<file path="src/rtl/vector_pkg.sv">
// Shared word-format constants, point type and assembler states for the point stream decoder.
package vector_pkg;

  localparam int CW             = 12;
  localparam logic [31:0] DONE_WORD = 32'h01010101;
  localparam int POINT_MARK_BIT = 31;
  localparam int JUMP_BIT       = 24;
  localparam int X_MSB          = 23;
  localparam int X_LSB          = 12;
  localparam int Y_MSB          = 11;
  localparam int Y_LSB          = 0;

  typedef struct packed {
    logic          jump;
    logic [CW-1:0] x;
    logic [CW-1:0] y;
  } point_t;

  typedef enum logic {
    ST_IDLE  = 1'b0,
    ST_FRAME = 1'b1
  } asm_state_t;

  function automatic point_t word_to_point(input logic [31:0] w);
    point_t p;
    p.jump = w[JUMP_BIT];
    p.x    = w[X_MSB:X_LSB];
    p.y    = w[Y_MSB:Y_LSB];
    return p;
  endfunction

endpackage

</file>
<file path="src/rtl/point_fifo.sv">
// Single-clock first-word-fall-through FIFO; dout valid whenever empty=0, zero read latency.
// Pushes while full are ignored and pops while empty are ignored; the caller flags drops.
module point_fifo #(
  parameter int WIDTH = 25,
  parameter int DEPTH = 16
) (
  input  logic                   clk,
  input  logic                   reset,
  input  logic                   push,
  input  logic                   pop,
  input  logic [WIDTH-1:0]       din,
  output logic [WIDTH-1:0]       dout,
  output logic                   full,
  output logic                   empty,
  output logic [$clog2(DEPTH):0] level
);

  localparam int AW = $clog2(DEPTH);

  logic [WIDTH-1:0] mem_q [DEPTH];
  logic [AW-1:0]    wr_ptr_q;
  logic [AW-1:0]    rd_ptr_q;
  logic [AW:0]      level_q;
  logic             wr_en;
  logic             rd_en;

  assign full  = (level_q == (AW+1)'(DEPTH));
  assign empty = (level_q == '0);
  assign level = level_q;
  assign dout  = mem_q[rd_ptr_q];

  // A push while full is dropped even when a pop frees a slot in the same cycle.
  assign wr_en = push && !full;
  assign rd_en = pop && !empty;

  always_ff @(posedge clk) begin
    if (wr_en) begin
      mem_q[wr_ptr_q] <= din;
    end
  end

  always_ff @(posedge clk) begin
    if (reset) begin
      wr_ptr_q <= '0;
      rd_ptr_q <= '0;
      level_q  <= '0;
    end else begin
      if (wr_en) wr_ptr_q <= wr_ptr_q + 1'b1;
      if (rd_en) rd_ptr_q <= rd_ptr_q + 1'b1;
      case ({wr_en, rd_en})
        2'b10:   level_q <= level_q + 1'b1;
        2'b01:   level_q <= level_q - 1'b1;
        default: level_q <= level_q;
      endcase
    end
  end

endmodule

</file>
<file path="src/rtl/point_stream_decoder.sv">
// Assembles UART bytes into point words, queues points and issues draw/jump pulses to control.
// 4th byte at N -> FIFO write N+1 -> earliest command N+2; commands wait for ready with a 1-cycle gap.
import vector_pkg::*;

module point_stream_decoder #(
  parameter int FIFO_DEPTH = 16,
  parameter int TIMEOUT    = 50000,
  parameter int CW         = vector_pkg::CW
) (
  input  logic                          clk,
  input  logic                          reset,
  input  logic                          rx_valid,
  input  logic [7:0]                    rx_byte,
  input  logic                          ready,
  output logic [CW-1:0]                 x,
  output logic [CW-1:0]                 y,
  output logic                          draw,
  output logic                          jump,
  output logic                          in_frame,
  output logic                          frame_done,
  output logic                          overflow,
  output logic                          bad_word,
  output logic [$clog2(FIFO_DEPTH):0]   fifo_level
);

  localparam int TW = $clog2(TIMEOUT + 1);

  asm_state_t     state_q;
  logic [1:0]     cnt_q;
  logic [31:0]    word_q;
  logic           word_vld_q;
  logic [TW-1:0]  tmo_q;
  logic [CW-1:0]  x_q;
  logic [CW-1:0]  y_q;
  logic           draw_q;
  logic           jump_q;
  logic           in_frame_q;
  logic           frame_done_q;
  logic           overflow_q;
  logic           bad_word_q;

  point_t         fifo_din;
  point_t         fifo_dout;
  logic           fifo_full;
  logic           fifo_empty;
  logic           push;
  logic           pop;
  logic           is_done;

  assign is_done  = (word_q == DONE_WORD);
  assign fifo_din = word_to_point(word_q);
  assign push     = word_vld_q && !is_done && word_q[POINT_MARK_BIT];
  // A command registered last cycle blocks issue so control has time to drop ready.
  assign pop      = ready && !fifo_empty && !(draw_q || jump_q);

  point_fifo #(
    .WIDTH ($bits(point_t)),
    .DEPTH (FIFO_DEPTH)
  ) u_fifo (
    .clk   (clk),
    .reset (reset),
    .push  (push),
    .pop   (pop),
    .din   (fifo_din),
    .dout  (fifo_dout),
    .full  (fifo_full),
    .empty (fifo_empty),
    .level (fifo_level)
  );

  always_ff @(posedge clk) begin
    if (reset) begin
      state_q      <= ST_IDLE;
      cnt_q        <= '0;
      word_q       <= '0;
      word_vld_q   <= 1'b0;
      tmo_q        <= '0;
      x_q          <= '0;
      y_q          <= '0;
      draw_q       <= 1'b0;
      jump_q       <= 1'b0;
      in_frame_q   <= 1'b0;
      frame_done_q <= 1'b0;
      overflow_q   <= 1'b0;
      bad_word_q   <= 1'b0;
    end else begin
      draw_q       <= 1'b0;
      jump_q       <= 1'b0;
      frame_done_q <= 1'b0;
      word_vld_q   <= 1'b0;

      if (pop) begin
        x_q    <= fifo_dout.x;
        y_q    <= fifo_dout.y;
        jump_q <= fifo_dout.jump;
        draw_q <= !fifo_dout.jump;
      end

      if (push && fifo_full) overflow_q <= 1'b1;

      if (word_vld_q) begin
        if (is_done) begin
          frame_done_q <= 1'b1;
          in_frame_q   <= 1'b0;
          state_q      <= ST_IDLE;
        end else if (!word_q[POINT_MARK_BIT]) begin
          bad_word_q <= 1'b1;
        end
      end

      if (rx_valid) begin
        tmo_q <= '0;
        case (state_q)
          ST_IDLE: begin
            // Leading zero bytes are line noise before the frame proper.
            if (rx_byte != 8'h00) begin
              state_q    <= ST_FRAME;
              in_frame_q <= 1'b1;
              word_q     <= {word_q[23:0], rx_byte};
              cnt_q      <= 2'd1;
            end
          end
          default: begin
            word_q <= {word_q[23:0], rx_byte};
            cnt_q  <= cnt_q + 2'd1;
            if (cnt_q == 2'd3) word_vld_q <= 1'b1;
          end
        endcase
      end else if (cnt_q != 2'd0) begin
        if (tmo_q == TW'(TIMEOUT - 1)) begin
          cnt_q      <= '0;
          tmo_q      <= '0;
          bad_word_q <= 1'b1;
        end else begin
          tmo_q <= tmo_q + 1'b1;
        end
      end
    end
  end

  assign x          = x_q;
  assign y          = y_q;
  assign draw       = draw_q;
  assign jump       = jump_q;
  assign in_frame   = in_frame_q;
  assign frame_done = frame_done_q;
  assign overflow   = overflow_q;
  assign bad_word   = bad_word_q;

endmodule

</file>
<file path="config.mk">
export PLATFORM = sky130hd
export DESIGN_NAME = point_stream_decoder
export DESIGN_NICKNAME = d
export VERILOG_FILES = /design/src/rtl/vector_pkg.sv /design/src/rtl/point_fifo.sv /design/src/rtl/point_stream_decoder.sv
export SDC_FILE = /design/constraint.sdc
export NUM_CORES = 1
export LEC_CHECK = 0
export BUFFER_PORTS_ARGS = -buffer_cell sky130_fd_sc_hd__buf_2
export CORE_ASPECT_RATIO = 0.6
export CORE_UTILIZATION = 40
export CTS_CLUSTER_SIZE = 12
export DETAILED_ROUTE_END_ITERATION = 7
export GPL_TIMING_DRIVEN = 0
export PLACE_DENSITY = 0.67
export REMOVE_ABC_BUFFERS = 1
export SYNTH_ARGS = -nofsm -noshare
export SYNTH_HDL_FRONTEND = slang
export SYNTH_SLANG_ARGS = --single-unit
</file>
<file path="constraint.sdc">
create_clock -name clk -period 9.15 [get_ports clk]
set_input_delay 0.915 -clock clk [delete_from_list [all_inputs] [get_ports clk]]
set_output_delay 0.915 -clock clk [all_outputs]
set_load 0.02 [all_outputs]
</file>
* After elaboration in Yosys (flattened, before gate mapping) *
Memories as Yosys holds them, arrays and structs flattened. A register that Yosys moved wholly into a read port is not among the register bits.
Index checks and enable logic that the tools add are counted.

word-level totals
  register bits after elaboration = 95
  memory bits (read-only) = 0
  memories = 1
  bits in writable memories = 400
  word-level logic and storage cells = 91
  bits in latches = 0

memories
  memory        depth  bits a word  read ports  clocked after Yosys merged registers in  write ports  RTL line          text
  u_fifo.mem_q  16     25           1           1                                        1            point_fifo.sv:20  logic [WIDTH-1:0] mem_q [DEPTH];

cells by class
  shift-type cells = 0
  $add $sub $neg = 6
  multiplexer cells = 31
  multiply operators = 0
  reductions and logical operators = 26
  equal/unequal tests = 7
  order comparisons = 0
  bitwise operators = 4
  divide/modulo/power cells = 0

operators by type and width
  operator                                                                 number
  32-bit 2-to-1 mux                                                        2
  32-bit by 25-bit == test with 1-bit output, second input constant        1
  1-bit 2-to-1 mux                                                         20
  16-bit by 1-bit adder with 16-bit output, second input constant          1
  16-bit == test, second input constant                                    1
  16-bit 2-to-1 mux                                                        1
  2-bit 2-to-1 mux                                                         5
  5-bit case mux with 2 select lines                                       1
  2-bit nonzero test                                                       5
  4-bit by 1-bit adder with 4-bit output, second input constant            2
  4-bit 2-to-1 mux                                                         2
  8-bit nonzero test                                                       1
  1-bit logical AND                                                        7
  2-bit OR reduction                                                       3
  5-bit by 1-bit adder with 5-bit output, second input constant            1
  5-bit == test, second input constant                                     1
  1-bit logical NOT                                                        5
  5-bit logical NOT                                                        1
  5-bit by 1-bit subtractor with 5-bit output, second input constant       1
  2-bit == test, second input constant                                     2
  1-bit NOT                                                                4
  3-bit by 1-bit inequality test with 1-bit output, second input constant  1
  3-bit AND reduction                                                      1
  3-bit OR reduction                                                       1
  other kinds (4)                                                          4

* Longest topological paths before layout *
  depth in word-level cells = 7
  mapped depth = 12
  mapped depth without buffers = 10

* Modules after synthesis *
A second synthesis with hierarchy kept.

unflattened totals
  cell total of the unflattened synthesis = 1124
  area total of the unflattened synthesis = 19143.4 µm²

by module, submodules not included
  module                area each (µm²)  times used  sequential area each (µm²)  cells an instance
  point_fifo            15950.3          1           12351.8                     738
  point_stream_decoder  3193.1           1           1641.6                      386

* Worst setup path before layout *
No wires, ideal clock.

  kind = register -> register
  start = reg u_fifo.level_q[2] (netlist: u_fifo.level[2])
  end = mem u_fifo.mem_q[0][0] (enable)
  required time = 8.712 ns
  buffers on the path = 1
  setup time = 0.438 ns
  slack = 5.682 ns
  period minus slack after synthesis = 3.468 ns
  stages on the path, launching flop included = 6
  arrival = 3.030 ns
  path through = dfxtp_1 buf_2 nor4_1 a21oi_1 nand2_1 nor3_1

on the way
  cells in the longest elaborated chain, start to end = 5

ends and longest elaborated chain
  element                                 RTL line          text
  from (decl)                             point_fifo.sv:23  logic [AW:0] level_q;
  from (signal assigned)                  point_fifo.sv:51  2'b10: level_q <= level_q + 1'b1;
  from (signal assigned)                  point_fifo.sv:52  2'b01: level_q <= level_q - 1'b1;
  from (signal assigned)                  point_fifo.sv:53  default: level_q <= level_q;
  5-bit == test                           point_fifo.sv:27  assign full = (level_q == (AW+1)'(DEPTH));
  1-bit logical NOT                       point_fifo.sv:33  assign wr_en = push && !full;
  1-bit logical AND                       point_fifo.sv:33
  1-bit 2-to-1 mux                        point_fifo.sv:37  if (wr_en) begin
  1-bit 2-to-1 mux (implied by the code)  point_fifo.sv:38  mem_q[wr_ptr_q] <= din;
  to (decl)                               point_fifo.sv:20

No other way between the ends.

==> flow_summary_export.csv <==
group,metric,value,unit
outcome,status,"complete, no violations",
global_route,grt_pass1_vias,10300,
setup_path,critPathBufInv,0,
placed_design,port-buffer-count,46,
clock_network,cts_setup_buffers,0,
sta,worst_slack,6.08,ns
power,leakage,7.14,nW
sta,finalSetupTns,0,ns
setup_path,required,9.61,ns
synthesis,synth_area_per_cell,16.4,sq um
power,seq_power_share,52.8,%
synthesis,synth_compound_area_share,6.81,%
setup_path,critPathMaxFanout,59,
final_layout,fin_nets,1271,
synthesis,ys_warn_count,0,
synthesis,async_flop_share,0,%
global_route,antenna_found_initial,0,
drt,viasPerCell,5.55,
final_layout,num-fill-cells,3982,
setup_path,crit_chain,"and3b_1 > a221oi_1 > a32o_1",
clock_network,tritoncts.num_buffers,48,
power,powerDensity,219,nW/um^2
sta,fmax,326,MHz
drt,ant_nets,0,
power,power.switching,1.16,mW
drt,vias,10600,
setup_path,critical_path_class,"register to register",
final_layout,most-common-layout-cells,"edfxtp_1, mux2i_1, dfxtp_1",
synthesis,synth_xor_area_share,0.952,%
synthesis,synth_adder_area_share,0.777,%
drt,routedWlPerCell,22.4,microns
clock_network,clockBufferDepth,3,
sta,clock_skew,0.0268,ns
floorplanning,core-area,47000,sq um
sta,drv_slew,0,
global_route,grt_max_degree,60,
synthesis,synth_area,19300,sq um
clock_network,cts_resized,0,
clock_network,insertion_delay,0.57,ns
drt,top_layer,"met4",
placed_design,gp_congestion,0.786,
setup_path,critical_path.top_delay_family,"simple AND/OR/NAND/NOR gates",
setup_path,end_kind,"register",
final_layout,drive_gt1_share,17.2,%
synthesis,synthMuxAreaShare,12.3,%
synthesis,ys.flop_type,"edfxtp_1",
synthesis,synthCells,1181,
power,irDropWorstVdd,156,uV
synthesis,synth_top_area_share,62.2,%
clock_network,cts_tree,"done",
drt,wl,43.0,mm
setup_path,arrival,3.53,ns
sta,hold_violations,0,
synthesis,synth_top_cell_by_area,"edfxtp_1",
power,combinationalPowerShare,9.2,%
clock_network,holdBufCountCts,0,
floorplanning,ioPinCount,47,
sta,finalSetupViolations,0,
drt,dr_wl_met2,18.2,mm
floorplanning,start_util,41.1,%
clock_network,clock_sinks,499,
final_layout,layout_commonest_cell,"edfxtp_1",
final_layout,area_growth,15.2,%
final_layout,finalInstanceArea,22300,sq um
power,p_int,3.71,mW
drt,drtPass1Iterations,5,
hold_path,hold_class,"register to register",
clock_network,ctsHtreeMaxLevel,2,
placed_design,dpl_cell_area,20800,sq um
drt,wl_met1,20.8,mm
synthesis,synth-seq-cells,499,
global_route,grt_use_total,17.7,%
setup_path,cp_slowest_cell,"and3b_1",
floorplanning,die_area,49200,sq um
setup_path,setup.worst_path.start_class,"register",
power,clkPwrFrac,38.0,%
sta,rsz0062_at_grt,"false",
sta,period_share,33.6,%
floorplanning,row_count,61,
power,p_sw_share,23.8,%
hold_path,min_path_cells,1,
placed_design,dpl.hpwl,27.1,mm
sta,tightest_slew,1.48,ns
sta,min_period,3.07,ns
final_layout,n_antenna_cell,0,
sta,whs,0.465,ns
setup_path,rr_worst_depth,3,
clock_network,cts_root_buffer,"clkbuf_16",
synthesis,synth_top_family_by_area,"multiplexers",
global_route,grt-ovfl-total,0,
sta,maxSlewHeadroom,1.26,%
clock_network,clk_pin_slew,0.06,ns
synthesis,synth_area_leaders,"edfxtp_1, dfxtp_1, mux2i_1, mux2_2, a221oi_1",
floorplanning,die_h,172,microns
drt,drc,0,
synthesis,synth_simple_gate_area_share,4.75,%
synthesis,seq_area_frac_synth,72.4,%
global_route,grt_pass1_wl,64.9,mm
setup_path,path_depth,3,
synthesis,synth_cell_types,58,
drt,drtIter0Drc,1140,
setup_path,slowest_delay,1.27,ns
placed_design,pre_cts_slack,5.83,ns
drt,dr_wl_met3,3.31,mm
synthesis,synth_edf_count,400,
floorplanning,die-width,286,microns
flow_run,drv_cap,0,
## sequential cells by signal (all words and copies together), names as in the netlist, 2 cells and up, named ones only
register	cells
cnt_q	2
tmo_q	16
u_fifo.level	5
u_fifo.mem_q	400
u_fifo.rd_ptr_q	4
u_fifo.wr_ptr_q	4
word_q	32
x	12
y	12
## worst reg2reg max path: stages (launching register included)
cell	delay, ns
dfxtp_4	0.93
and3b_1	1.28
a221oi_1	0.42
a32o_1	0.36
## cell families after synthesis
| kind of cell | count (synthesis) |
|---|---|
| simple gates | 179 |
| flops | 499 |
| compound gates | 163 |
| xor+xnor | 21 |
| fa+ha+maj | 12 |
| mux | 226 |
| buf+inv | 81 |
## power by group through the flow
stage	logic [mW]	registers (mW)	clock network, mW
6_report	0.449	2.57	1.85
5_1_grt	0.479	2.58	1.98
4_1_cts	0.447	2.57	1.88
3_5_place_dp	0.446	2.62	0
3_3_place_gp	0.426	2.62	0
2_1_floorplan	0.260	2.62	0
## synthesized netlist by cell type, drive strengths merged (4+ instances only)
| library cell | instances |
|---|---|
| dfxtp | 99 |
| a32o | 24 |
| nor3 | 13 |
| nand3 | 8 |
| edfxtp | 400 |
| or3 | 5 |
| clkbuf | 28 |
| nor4b | 4 |
| inv | 11 |
| nor3b | 6 |
| o22ai | 23 |
| mux2i | 175 |
| a221oi | 47 |
| a21oi | 16 |
| buf | 42 |
| mux2 | 47 |
| a22o | 24 |
| nand4 | 7 |
| nor4 | 8 |
| xnor2 | 9 |
| nor2 | 66 |
| mux4 | 4 |
| nand2b | 5 |
| xor2 | 12 |
| nand2 | 33 |
| ha | 12 |
| o21ai | 9 |
## worst paths after layout
check | startpoint | endpoint | slack, ns
max | register | x[1]$_SDFFE_PP0N_ | 6.08
min | x[8]$_SDFFE_PP0N_ | x[8]$_SDFFE_PP0N_ | 0.46
max reg2reg | register | x[1]$_SDFFE_PP0N_ | 6.08
min reg2reg | x[8]$_SDFFE_PP0N_ | x[8]$_SDFFE_PP0N_ | 0.46
## cell type report
cell class              instances  area [sq um]  area share (%)
clock buffers                  87          1400            6.31
clock inverters                 3          31.3           0.140
inverters                      11          41.3           0.185
multi-input cells             601          5080            22.8
flip-flops and latches        499         14000            62.9
well taps                     630           788            3.54
repair buffers                 86           916            4.11
## routing by layer
metal	global-route usage, %	vias to the layer above
li1	-	4808
met1	26.9	5421
met2	25.8	357
met3	3.76	53
met4	3.72	0
met5	0	-
## stage by stage
stage,power (mW),instances,util (%)
finish,4.87,1917,47.4
global route,5.04,1917,47.4
CTS,4.90,1917,47.4
detailed placement,3.07,1827,44.3
global placement,3.05,1787,42.5
floorplan,2.88,1111,-
(Power assumes the default switching activity.)
